===== config.mk =====
export PLATFORM = sky130hd
export DESIGN_NAME = hazard_ctrl
export DESIGN_NICKNAME = d
export VERILOG_FILES = /design/src/rtl/hazard_pkg.sv /design/src/rtl/hazard_cnt.sv /design/src/rtl/hazard_ctrl.sv
export SDC_FILE = /design/constraint.sdc
export NUM_CORES = 1
export LEC_CHECK = 0
export BUFFER_PORTS_ARGS = -buffer_cell sky130_fd_sc_hd__buf_2
export CAP_MARGIN = 25
export CORE_MARGIN = 2
export CORE_UTILIZATION = 25
export CTS_BUF_LIST = sky130_fd_sc_hd__clkbuf_2 sky130_fd_sc_hd__clkbuf_4 sky130_fd_sc_hd__clkbuf_8
export CTS_CLUSTER_DIAMETER = 40
export CTS_CLUSTER_SIZE = 16
export DETAILED_ROUTE_END_ITERATION = 7
export GPL_ROUTABILITY_DRIVEN = 0
export PLACE_DENSITY = 0.48
export SYNTH_ARGS = -nofsm -noshare
export SYNTH_HDL_FRONTEND = slang
export SYNTH_SLANG_ARGS = --single-unit

===== constraint.sdc =====
create_clock -name clk -period 4.15 [get_ports clk]
set_input_delay 0.415 -clock clk [delete_from_list [all_inputs] [get_ports clk]]
set_output_delay 0.415 -clock clk [all_outputs]
set_load 0.02 [all_outputs]

===== src/rtl/hazard_pkg.sv =====
// Shared types and constants for the pipeline hazard unit.
// Optional build macro: HAZARD_PERF_EN (adds per-cause stall counters).
package hazard_pkg;

   // Data-memory handshake FSM
   typedef enum logic [0:0] {
      IDLE    = 1'b0,
      MEMWAIT = 1'b1
   } memState_t;

   // Execute forward-mux select encodings
   localparam logic [1:0] FWD_RF  = 2'b00;
   localparam logic [1:0] FWD_WB  = 2'b01;
   localparam logic [1:0] FWD_MEM = 2'b10;

   // Width of the optional stall-cause counters
   localparam int unsigned PERF_W = 32;

   // Memory stage wins over writeback when both hold the operand
   function automatic logic [1:0] fwdSel(input logic hitM, input logic hitW);
      if (hitM)      return FWD_MEM;
      else if (hitW) return FWD_WB;
      else           return FWD_RF;
   endfunction

endpackage


===== src/rtl/hazard_cnt.sv =====
// Small CW-bit counter: clear, load, saturating increment, decrement-to-zero.
module hazard_cnt #(
   parameter int unsigned CW = 7
)(
   input  logic          clk,
   input  logic          reset,
   input  logic          clear,
   input  logic          load,
   input  logic          inc,
   input  logic          dec,
   input  logic [CW-1:0] loadVal,
   output logic [CW-1:0] count,
   output logic          zero
);

   // Clear beats load beats inc beats dec; never wraps in either direction
   always_ff @(posedge clk) begin
      if (!reset || clear)            count <= '0;
      else if (load)                  count <= loadVal;
      else if (inc && (count != '1))  count <= count + 1'b1;
      else if (dec && (count != '0))  count <= count - 1'b1;
   end

   assign zero = (count == '0);

endmodule


===== src/rtl/hazard_ctrl.sv =====
// Pipeline hazard unit: forwarding, load-use/branch/mul-div stalls,
// memory-handshake stalls with timeout flag.
// Optional build macro: HAZARD_PERF_EN (perf_lw/perf_br/perf_md/perf_mem outputs).
module hazard_ctrl
   import hazard_pkg::*;
#(
   parameter int unsigned RW     = 5,
   parameter int unsigned MD_LAT = 32,
   parameter int unsigned MEM_TO = 64,
   parameter int unsigned CW     = 7
)(
   input  logic          clk,
   input  logic          reset,
   input  logic          branchD,
   input  logic          jumpD,
   input  logic          mdopD,
   input  logic [RW-1:0] rsD,
   input  logic [RW-1:0] rtD,
   input  logic [RW-1:0] rsE,
   input  logic [RW-1:0] rtE,
   input  logic [RW-1:0] writeregE,
   input  logic [RW-1:0] writeregM,
   input  logic [RW-1:0] writeregW,
   input  logic          regwriteE,
   input  logic          regwriteM,
   input  logic          regwriteW,
   input  logic          memtoregE,
   input  logic          memtoregM,
   input  logic          mdstartE,
   input  logic          memreqM,
   input  logic          memreadyM,
   output logic          StallF,
   output logic          StallD,
   output logic          StallE,
   output logic          StallM,
   output logic          FlushD,
   output logic          FlushE,
   output logic          FlushW,
   output logic          ForwardAD,
   output logic          ForwardBD,
   output logic [1:0]    ForwardAE,
   output logic [1:0]    ForwardBE,
   output logic          mdbusy,
   output logic          mddone,
   output logic          memerr
`ifdef HAZARD_PERF_EN
   ,
   output logic [PERF_W-1:0] perf_lw,
   output logic [PERF_W-1:0] perf_br,
   output logic [PERF_W-1:0] perf_md,
   output logic [PERF_W-1:0] perf_mem
`endif
);

   memState_t     state;
   logic          memwait, lwstall, brstall, mdstall;
   logic          mdActive, mdZero, mdLoad, waitZero;
   logic [CW-1:0] mdCount, waitCnt;
   logic          unusedCnt;

   // Register 0 is hardwired, so a write to it never creates a dependency
   logic validE, validM, validW;
   assign validE = regwriteE && (writeregE != '0);
   assign validM = regwriteM && (writeregM != '0);
   assign validW = regwriteW && (writeregW != '0);

   assign ForwardAE = fwdSel(validM && (writeregM == rsE), validW && (writeregW == rsE));
   assign ForwardBE = fwdSel(validM && (writeregM == rtE), validW && (writeregW == rtE));
   assign ForwardAD = validM && (writeregM == rsD);
   assign ForwardBD = validM && (writeregM == rtD);

   assign lwstall = memtoregE && (writeregE != '0) &&
                    ((writeregE == rsD) || (writeregE == rtD));
   assign brstall = branchD &&
                    ((validE && ((writeregE == rsD) || (writeregE == rtD))) ||
                     (memtoregM && (writeregM != '0) &&
                      ((writeregM == rsD) || (writeregM == rtD))));
   assign mdstall = mdopD && mdbusy;
   assign memwait = memreqM && !memreadyM;

   // Stall/flush priority: memory wait freezes everything, else hazard bubble
   always_comb begin
      StallF = 1'b0;
      StallD = 1'b0;
      StallE = 1'b0;
      StallM = 1'b0;
      FlushE = 1'b0;
      FlushW = 1'b0;
      if (memwait) begin
         StallF = 1'b1;
         StallD = 1'b1;
         StallE = 1'b1;
         StallM = 1'b1;
         FlushW = 1'b1;
      end else if (lwstall || brstall || mdstall) begin
         StallF = 1'b1;
         StallD = 1'b1;
         FlushE = 1'b1;
      end
      // jumpD already carries the datapath's branch-taken term
      FlushD = jumpD && !StallD;
   end

   // Memory handshake FSM
   always_ff @(posedge clk) begin
      if (!reset) state <= IDLE;
      else begin
         case (state)
            IDLE:    if (memwait)   state <= MEMWAIT;
            MEMWAIT: if (memreadyM) state <= IDLE;
            default: state <= IDLE;
         endcase
      end
   end

   // Counts consecutive waiting cycles (including the IDLE cycle that enters
   // MEMWAIT), so the flag rises after exactly MEM_TO waiting cycles
   hazard_cnt #(.CW(CW)) uWaitCnt (
      .clk(clk), .reset(reset), .clear(!memwait), .load(1'b0),
      .inc(memwait), .dec(1'b0), .loadVal('0),
      .count(waitCnt), .zero(waitZero)
   );

   // Sticky timeout flag
   always_ff @(posedge clk) begin
      if (!reset) memerr <= 1'b0;
      else if (memwait && (waitCnt == CW'(MEM_TO - 1))) memerr <= 1'b1;
   end

   // Mul/div tracker: count runs MD_LAT-1..0; busy while nonzero, done at zero
   assign mdbusy = mdActive && !mdZero;
   assign mddone = mdActive && mdZero;
   assign mdLoad = mdstartE && !mdbusy && !StallE;

   hazard_cnt #(.CW(CW)) uMdCnt (
      .clk(clk), .reset(reset), .clear(1'b0), .load(mdLoad),
      .inc(1'b0), .dec(mdActive), .loadVal(CW'(MD_LAT - 1)),
      .count(mdCount), .zero(mdZero)
   );

   // Operation-in-flight flag; survives the done cycle only on back-to-back issue
   always_ff @(posedge clk) begin
      if (!reset)      mdActive <= 1'b0;
      else if (mdLoad) mdActive <= 1'b1;
      else if (mdZero) mdActive <= 1'b0;
   end

   assign unusedCnt = &{1'b0, waitZero, mdCount};

`ifdef HAZARD_PERF_EN
   // Saturating stall-cycle counters, one cause per cycle by stall priority
   always_ff @(posedge clk) begin
      if (!reset) begin
         perf_lw  <= '0;
         perf_br  <= '0;
         perf_md  <= '0;
         perf_mem <= '0;
      end else if (memwait) begin
         if (perf_mem != '1) perf_mem <= perf_mem + 1'b1;
      end else if (lwstall) begin
         if (perf_lw != '1) perf_lw <= perf_lw + 1'b1;
      end else if (brstall) begin
         if (perf_br != '1) perf_br <= perf_br + 1'b1;
      end else if (mdstall) begin
         if (perf_md != '1) perf_md <= perf_md + 1'b1;
      end
   end
`endif

endmodule


==> run summary, run 1 <==
Run status: completed
Final routed wirelength across all metal layers: 3323 um
Global route overflow: 0
Pin slew with the least headroom to its limit: 0.4936 ns
Class of the tightest hold or removal check: input port to register
Post-synthesis async set-or-reset flop share: 0%
Net count of the finished layout: 274
Total number of clock tree sinks: 16
Peak supply drop: 0.1753 mV
Most instantiated library cell after synthesis: sky130_fd_sc_hd__xor2_1
Start point of the worst min-delay path: reset
N_diodes: 0
Power per cell area: 260.6 nW/um^2
Arrival time reported for the critical path endpoint: 2.01 ns
X dimension of the die: 77.49 um
Area of all sequential standard cells: 320.3 um^2
Max Freq: 411.6 MHz
Number of antenna violations at the first check in global routing: 0
CTS Buffer Depth: 2
Startpoint Class: register
Detailed placer's ending HPWL: 2801 um
Height of the chip: 77.49 um
Max capacitance violation total: 0
Worst slew margin relative to its limit: 66.79%
Sum of negative setup slack: 0 ns
Total die area: 6004 um^2
Pin count of the biggest net entering global routing: 10
Synth Register Bits: 16
Endpoint kind of the worst setup timing path: primary output
Gate power share: 32.6%
Cells along the critical path: inv_1 -> ha_1 -> nand2b_1 -> o31ai_4 -> inv_2 -> nand2_2 -> nand3_1 -> and3b_1 -> buf_2
Source of the critical timing path: uMdCnt.count[0]
Static leakage: 0.7823 nW
CTS tree: built
Initial standard-cell utilization of the core: 26.10%
Setup-violating endpoint count in the final report: 0
Buffer and inverter count on the worst path: 3
Reg power frac: 37.4%
DRT iter0 DRCs: 43
Hold violation count in the final report: 0
Most used standard cells in the synthesized netlist: sky130_fd_sc_hd__xor2_1 (28), sky130_fd_sc_hd__xnor2_1 (18), sky130_fd_sc_hd__dfxtp_1 (16), sky130_fd_sc_hd__nor2_1 (15), sky130_fd_sc_hd__nand2_1 (10)
Number of flops mapped to enable cells by yosys: 0
Later-pin clock latency in the skew report: 0.25 ns
Count of cells resized by post-cts repair: 0
Overall Global Routing Usage: 11.15%
Reported net switching power: 0.1439 mW
Kind of cell adding the most delay to the critical path: simple AND/OR/NAND/NOR gates
Wire length of the first global-routing pass: 5616 um
Number of distinct standard cells referenced by the synthesized netlist: 39
Mean routed wirelength per cell: 11.34 um
Top-level port count: 64
Launching point of the worst reg2reg path: uMdCnt.count[0]
Ratio of cells with drive above 1 in the final layout: 33.63%
Cell Area, Synth: 1350 um^2
Final critical path time including I/O delays and setup: 2.430 ns
Yosys top cell area share: 23.73%
Mapped Nets: 214
Count of hold buffers inserted by post-cts repair: 0
Top fanout value on the critical path: 6
Fill cells: 554
Number of I/O port buffers: 63
Router iterations before antenna repair: 4
Placeable core area: 5172 um^2
Fin. max-slew vios: 0
Worst clock skew: 0.006602 ns
Main flop type after synthesis: sky130_fd_sc_hd__dfxtp_1
Post-Syn Area per Cell: 8.232 um^2
Area used by multi-input combinational logic: 957.2 um^2
Synthesis Warnings: 0
Final period utilization: 58.55%
CTS H-tree depth: 1
Gate Count Post-Synth: 164
CP Class: register to primary output
P_int: 0.3141 mW
Count of nets left with antenna violations after detail routing: 0
Number of buffers inserted to repair setup after CTS: 0
Leading cell types by total area after synthesis: sky130_fd_sc_hd__dfxtp_1 (24%), sky130_fd_sc_hd__xor2_1 (18%), sky130_fd_sc_hd__xnor2_1 (12%)
Highest cell delay on the worst timing path: 0.38 ns
Site row count: 26
Utilization after layout: 33.99%
Growth of design area from synthesis to finish: 30.21%
Relative contribution of the clock network to total power: 30.0%
Fraction of power spent switching nets: 31.42%
Clock tree root buffer cell: sky130_fd_sc_hd__clkbuf_8
Num CTS Buffers: 3
Sequential area share after synthesis: 23.73%
Number of global-route vias before repair: 1241
Slack of the worst reg-to-reg path: 2.47 ns
DR DRC count: 0
Required time of the critical path: 3.73 ns
Cell type of the slowest stage on the worst timing path: sky130_fd_sc_hd__o31ai_4
Tightest hold margin: 0.4538 ns
RSZ-0062 raised after global routing: no
Routed via count divided by cell count: 4.437
Library cell occupying the most area in the post-synthesis netlist: sky130_fd_sc_hd__dfxtp_1
Via Count: 1300
Clock transition at the registers of the reported paths: 0.07 ns
cell type report:
| cell class | instances | area share [%] |
|---|---|---|
| tap | 70 | 4.982 |
| sequential | 16 | 18.22 |
| clock buffer | 4 | 3.132 |
| inverter | 6 | 1.281 |
| multi-input combinational | 134 | 54.45 |
| timing repair buffer | 63 | 17.94 |
registers in the layout (all words and copies together), names as in the netlist:
| signal | cells |
|---|---|
| uMdCnt.count | 7 |
| uWaitCnt.count | 7 |
| mdActive | 1 |
| memerr | 1 |
placed cells by master (no fill, tap or decap), types with 2 or more instances in the layout:
master                     count
sky130_fd_sc_hd__nor4_2        2
sky130_fd_sc_hd__nor4_1        2
sky130_fd_sc_hd__nand2b_1      3
sky130_fd_sc_hd__xor2_1       28
sky130_fd_sc_hd__a31oi_1       2
sky130_fd_sc_hd__nor3_1        9
sky130_fd_sc_hd__nor2_1       15
sky130_fd_sc_hd__a211oi_1      3
sky130_fd_sc_hd__nand2_1      10
sky130_fd_sc_hd__dfxtp_1      16
sky130_fd_sc_hd__ha_1          2
sky130_fd_sc_hd__buf_2        63
sky130_fd_sc_hd__a21oi_1       5
sky130_fd_sc_hd__or4_1         3
sky130_fd_sc_hd__and3_1        3
sky130_fd_sc_hd__clkbuf_8      4
sky130_fd_sc_hd__nand4_1       3
sky130_fd_sc_hd__o21a_1        2
sky130_fd_sc_hd__o21ai_0       2
sky130_fd_sc_hd__nand3_1       8
sky130_fd_sc_hd__inv_1         5
sky130_fd_sc_hd__xnor2_1      18
path summary, 6_finish.rpt:
path,end,cells after the start
worst max register to register,uMdCnt.count[5],7
worst max-delay path,FlushD,9
worst min register to register,memerr,1
worst min-delay path,uMdCnt.count[5],2
layer usage:
metal  wire, um  track usage, %  up-vias
met5          0               0        -
met3        195           2.791        0
met1       1596           14.75      582
li1           -               -      683
met4          0          0.8929        0
met2       1532           19.04       35
stage by stage:
| stage | worst slack [ns] | power, mW | instances | cell area (um^2) |
|---|---|---|---|---|
| floorplan | 1.720 | 0.2743 | 164 | 1350 |
| detailed placement | 1.878 | 0.3255 | 289 | 1703 |
| global placement | 1.879 | 0.3260 | 289 | 1703 |
| CTS | 1.705 | 0.4659 | 293 | 1758 |
| finish | 1.720 | 0.4581 | 293 | 1758 |
| global route | 1.547 | 0.4891 | 293 | 1758 |
logic make-up (layout without fill, tap and decap cells):
kind of cell	after synthesis	after routing	synth area share [%]
buf+inv	14	73	5.375
xor+xnor	46	46	29.84
mux	1	1	0.7415
compound gates	22	22	13.16
flops	16	16	23.73
simple gates	63	63	25.30
fa+ha+maj	2	2	1.853
power by group through the flow:
stage,registers [mW],logic [mW],clock network [mW]
2_1_floorplan,0.173,0.102,0
3_3_place_gp,0.175,0.151,0
3_5_place_dp,0.175,0.151,0
4_1_cts,0.171,0.151,0.143
5_1_grt,0.173,0.167,0.150
6_report,0.171,0.149,0.137
Power figures use the tool's default switching activity.
==> run 2, diff against run 1 <==
--- a/config.mk
+++ b/config.mk
@@ -14,7 +14,7 @@
 export CTS_CLUSTER_SIZE = 16
 export DETAILED_ROUTE_END_ITERATION = 7
 export GPL_ROUTABILITY_DRIVEN = 0
-export PLACE_DENSITY = 0.48
+export PLACE_DENSITY = 0.5
 export SYNTH_ARGS = -nofsm -noshare
 export SYNTH_HDL_FRONTEND = slang
 export SYNTH_SLANG_ARGS = --single-unit
==> constraint.sdc (replaced) <==
create_clock -name clk -period 2 [get_ports clk]
set_input_delay 0.2 -clock clk [delete_from_list [all_inputs] [get_ports clk]]
set_output_delay 0.2 -clock clk [all_outputs]
set_load 0.02 [all_outputs]
==> run 2 against run 1 <==
Net effect:
- wire length rose by 12%
- via count rose by 4.8%
- highest routed layer is now met4
- register-to-register slack got worse by 2.2 ns
- design area rose by 6.8%
- global-route usage rose by 0.83 points
- first-iteration DRC count fell by 14%
- critical path depth fell by 2
- die area did not move
- setup slack got worse by 1.7 ns
- non-clock buffer count rose by 8
- clock power rose by 110%
==> run summary, run 2 (synthesis results as in run 1) <==
Top fanout value on the critical path: 3
Net count of the finished layout: 282
Pin slew with the least headroom to its limit: 0.3817 ns
Number of global-route vias before repair: 1310
Setup-violating endpoint count in the final report: 0
Clock transition at the registers of the reported paths: 0.06 ns
Total number of clock tree sinks: 16
Run status: completed
Area of all sequential standard cells: 324.1 um^2
Final routed wirelength across all metal layers: 3721 um
Later-pin clock latency in the skew report: 0.25 ns
Site row count: 26
Met3 usage: 2.209%
Max capacitance violation total: 0
Placeable core area: 5172 um^2
Startpoint Class: register
Hold violation count in the final report: 0
CTS H-tree depth: 1
Endpoint kind of the worst setup timing path: primary output
Cells along the critical path: or3_4 -> o31ai_4 -> inv_2 -> nand2_4 -> nand3_2 -> and3b_1 -> buf_6
Top-level port count: 64
Peak supply drop: 0.4026 mV
Global route overflow: 0
Pin count of the biggest net entering global routing: 10
Commonest non-fill, non-tap cells in the layout: sky130_fd_sc_hd__buf_2 (62), sky130_fd_sc_hd__xor2_1 (28), sky130_fd_sc_hd__xnor2_1 (18), sky130_fd_sc_hd__nor2_1 (15), sky130_fd_sc_hd__dfxtp_1 (13)
Routed via count divided by cell count: 4.525
Kind of cell adding the most delay to the critical path: simple AND/OR/NAND/NOR gates
Total die area: 6004 um^2
Arrival time reported for the critical path endpoint: 1.74 ns
Slack of the worst reg-to-reg path: 0.27 ns
Max Freq: 515.5 MHz
Non-filler cells, final: 301
Most common cell after layout, fill and taps aside: sky130_fd_sc_hd__buf_2
Class of the tightest hold or removal check: input port to register
Largest registers in the final layout: uMdCnt.count (7), uWaitCnt.count (7)
Worst clock skew: 0.0009549 ns
Cell type of the slowest stage on the worst timing path: sky130_fd_sc_hd__or3_4
X dimension of the die: 77.49 um
Most crowded layer after global routing: met2
Growth of design area from synthesis to finish: 39.02%
Buffer and inverter count on the worst path: 2
Met1 Resource Use GR: 14.54%
DRT iter0 DRCs: 37
Area used by multi-input combinational logic: 1006 um^2
Pre-CTS setup slack: 0.1576 ns
Mean routed wirelength per cell: 12.36 um
Static leakage: 0.8378 nW
Via Count: 1362
Height of the chip: 77.49 um
Num CTS Buffers: 3
Fin. max-slew vios: 0
Number of antenna violations at the first check in global routing: 0
Detailed placer's ending HPWL: 2944 um
GR met2 Demand/Resource: 20.70%
Worst slew margin relative to its limit: 74.35%
Number of I/O port buffers: 63
Ratio of cells with drive above 1 in the final layout: 40.69%
CTS Buffer Depth: 2
Wire length of the first global-routing pass: 5913 um
Power per cell area: 545.7 nW/um^2
Number of placed instances with taps included: 290
Count of hold buffers inserted by post-cts repair: 0
CTS tree: built
Overall Global Routing Usage: 11.98%
Total Power: 1.024 mW
Initial standard-cell utilization of the core: 26.10%
Fill cells: 542
Count of nets left with antenna violations after detail routing: 0
Final critical path time including I/O delays and setup: 1.940 ns
Clock tree root buffer cell: sky130_fd_sc_hd__clkbuf_8
CP Class: register to primary output
Router iterations before antenna repair: 4
Required time of the critical path: 1.80 ns
Final period utilization: 96.99%
DR DRC count: 0
Setup ws final: 0.06012 ns
Highest cell delay on the worst timing path: 0.40 ns
N_diodes: 0
-- run 2: area by class of cell --
class | instances | share of cell area [%]
Inverter | 6 | 1.200
Tap cell | 70 | 4.667
Sequential cell | 16 | 17.27
Timing Repair Buffer | 71 | 20.33
Clock buffer | 4 | 2.933
Multi-Input combinational cell | 134 | 53.60
-- run 2: per-layer routing --
layer  routed length (um)  vias up
met5                    0        -
met4                   34        0
met3                  202        4
met2                 1776       37
met1                 1707      620
li1                     -      701
-- run 2: repair_timing --
action | 4_1_cts | 5_1_grt
setup endpoints to repair | 3 | 5
resized for setup | 6 | 7
setup buffers | 6 | 1
pin swaps | 4 | 3
-- run 2: worst paths after layout --
path,start,endpoint,cells after the start
max reg2reg,uMdCnt.count[3],uMdCnt.count[2],7
min,reset,uMdCnt.count[5],2
min reg2reg,memerr,memerr,1
max,uMdCnt.count[3],FlushD,7
-- run 2: per-stage QoR --
step / util (%) / area [um^2] / setup TNS, ns / hold slack, ns
floorplan: - / 1363 / 0 / 0.3176
global placement: 33.31 / 1723 / 0 / 0.4487
detailed placement: 33.31 / 1723 / 0 / 0.4574
CTS: 35.66 / 1844 / 0 / 0.2252
global route: 36.28 / 1877 / -0.0002807 / 0.2437
finish: 36.28 / 1877 / 0 / 0.2296
-- run 2: where the power goes --
part / switching, mW / internal [mW]
clock network: 0.114 / 0.175
registers: 0.0201 / 0.338
logic: 0.198 / 0.180
==> run 3, diff against run 2 <==
==> constraint.sdc (replaced) <==
create_clock -name clk -period 2 [get_ports clk]
set_input_delay 0.2 -clock clk [delete_from_list [all_inputs] [get_ports clk]]
set_output_delay 0.2 -clock clk [all_outputs]
set_load 0.01 [all_outputs]
==> run 3 against run 2 <==
Net effect:
- worst hold slack improved by 0.011 ns
- clock-buffer cell count unchanged
- register-to-register slack better by 0.03 ns
- combinational power fell by 12%
- wire length fell by 6.7%
- largest power group is now sequential cells
==> run summary, run 3 (synthesis results as in run 1) <==
Hold path cells: 2
Start point of the worst min-delay path: reset
Logic depth of the worst register-to-register path: 8
Setup-violating endpoint count in the final report: 0
Hold violation count in the final report: 0
Pin count of the biggest net entering global routing: 10
Launching point of the worst reg2reg path: uMdCnt.count[5]
Static leakage: 0.8155 nW
Top-level port count: 64
Placed cell areas: 1710 um^2
Post-route cell area: 1826 um^2
Clock transition at the registers of the reported paths: 0.06 ns
Worst slew margin relative to its limit: 67.84%
Class of the tightest hold or removal check: input port to register
Worst clock skew: 0.003223 ns
Ratio of cells with drive above 1 in the final layout: 37.55%
CTS tree: built
Peak supply drop: 0.3096 mV
Top fanout value on the critical path: 3
Arrival time reported for the critical path endpoint: 1.73 ns
Via Count: 1331
Routed via count divided by cell count: 4.452
Number of I/O port buffers: 63
Total die area: 6004 um^2
Final critical path time including I/O delays and setup: 1.932 ns
Wire length of the first global-routing pass: 6030 um
Worst-case hold path end point: uMdCnt.count[5]
Placeable core area: 5172 um^2
Sum of negative setup slack: 0 ns
Power per cell area: 534.7 nW/um^2
Global route overflow: 0
Final routed wirelength across all metal layers: 3471 um
Number of global-route vias before repair: 1289
Final period utilization: 96.58%
Slack of the worst reg-to-reg path: 0.30 ns
Initial standard-cell utilization of the core: 26.10%
CP Class: register to primary output
Number of antenna violations at the first check in global routing: 0
Later-pin clock latency in the skew report: 0.25 ns
Clock tree root buffer cell: sky130_fd_sc_hd__clkbuf_8
Commonest non-fill, non-tap cells in the layout: sky130_fd_sc_hd__buf_2 (63), sky130_fd_sc_hd__xor2_1 (28), sky130_fd_sc_hd__xnor2_1 (18), sky130_fd_sc_hd__nor2_1 (15), sky130_fd_sc_hd__dfxtp_1 (14)
Total number of clock tree sinks: 16
Max capacitance violation total: 0
DRT iter0 DRCs: 37
Required time of the critical path: 1.80 ns
Site row count: 26
Reg-to-reg endpoint: uMdCnt.count[5]
DR DRC count: 0
CTS H-tree depth: 1
Mean routed wirelength per cell: 11.61 um
Pin slew with the least headroom to its limit: 0.4780 ns
Largest registers in the final layout: uMdCnt.count (7), uWaitCnt.count (7)
Num CTS Buffers: 3
Endpoint kind of the worst setup timing path: primary output
RSZ-0062 raised after global routing: yes
N_diodes: 0
Overall Global Routing Usage: 12.25%
Fin. max-slew vios: 0
Max Freq: 517.7 MHz
CTS Buffer Depth: 2
Router iterations before antenna repair: 4
Count of nets left with antenna violations after detail routing: 0
Run status: completed
Detailed placer's ending HPWL: 2836 um
Net count of the finished layout: 280
Total Power: 0.9762 mW
Most common cell after layout, fill and taps aside: sky130_fd_sc_hd__buf_2
Height of the chip: 77.49 um
Setup ws final: 0.06841 ns
Growth of design area from synthesis to finish: 35.22%
Pre-CTS setup slack: 0.1624 ns
Utilization after layout: 35.29%
X dimension of the die: 77.49 um
Startpoint Class: register
run 3: worst max-delay path by stage:
stage,start,end,slack [ns],depth (start not counted)
after floorplan,uMdCnt.count[3],StallF,0.22,6
after global placement,writeregM[1],ForwardBE[0],0.20,6
after detailed placement,writeregM[1],ForwardAE[0],0.16,6
after CTS,uMdCnt.count[5],FlushD,0.01,7
after global routing,uMdCnt.count[3],FlushD,-0.02,7
final,uMdCnt.count[5],FlushD,0.07,7
run 3: layout make-up:
type	count	area [um^2]
sequential	16	322.8
clock buffer	4	55.05
timing repair buffer	69	360.3
tap	70	87.58
fill	559	3347
inverter	6	22.52
multi-input combinational	134	977.2
run 3: what timing repair did:
item                       CTS  global route
setup buffers                4             1
cloned                       0             0
hold endpoints to repair     0             0
pin swaps                    4             1
setup endpoints to repair    1             2
hold buffers                 0             0
gates resized for setup      3             3
run 3: routing by layer:
metal	global-route usage [%]	vias to the layer above	routed length [um]	part of all wire (%)
li1	-	696	-	-
met1	15.89	596	1696	49
met2	20.52	35	1556	45
met3	3.023	4	193	5.6
met4	2.679	0	25	0.72
met5	0	-	0	0
run 3: metrics by stage:
step           cells  hold WS, ns
2_1_floorplan    164       0.3176
3_3_place_gp     290       0.4681
3_5_place_dp     290       0.4747
4_1_cts          298       0.2431
5_1_grt          299       0.2447
6_report         299       0.2411
run 3: worst max-delay path: stages, from the launching register on:
cell,delay [ns]
sky130_fd_sc_hd__dfxtp_2,0.33
sky130_fd_sc_hd__or3_4,0.40
sky130_fd_sc_hd__o31ai_4,0.20
sky130_fd_sc_hd__inv_2,0.09
sky130_fd_sc_hd__nand2_2,0.08
sky130_fd_sc_hd__nand3_1,0.06
sky130_fd_sc_hd__and3b_1,0.21
sky130_fd_sc_hd__buf_2,0.12
run 3: power by group:
part,switching (mW),internal [mW],leakage [nW]
clock,0.110,0.174,0.0288
combinational,0.168,0.167,0.655
sequential,0.0205,0.337,0.132
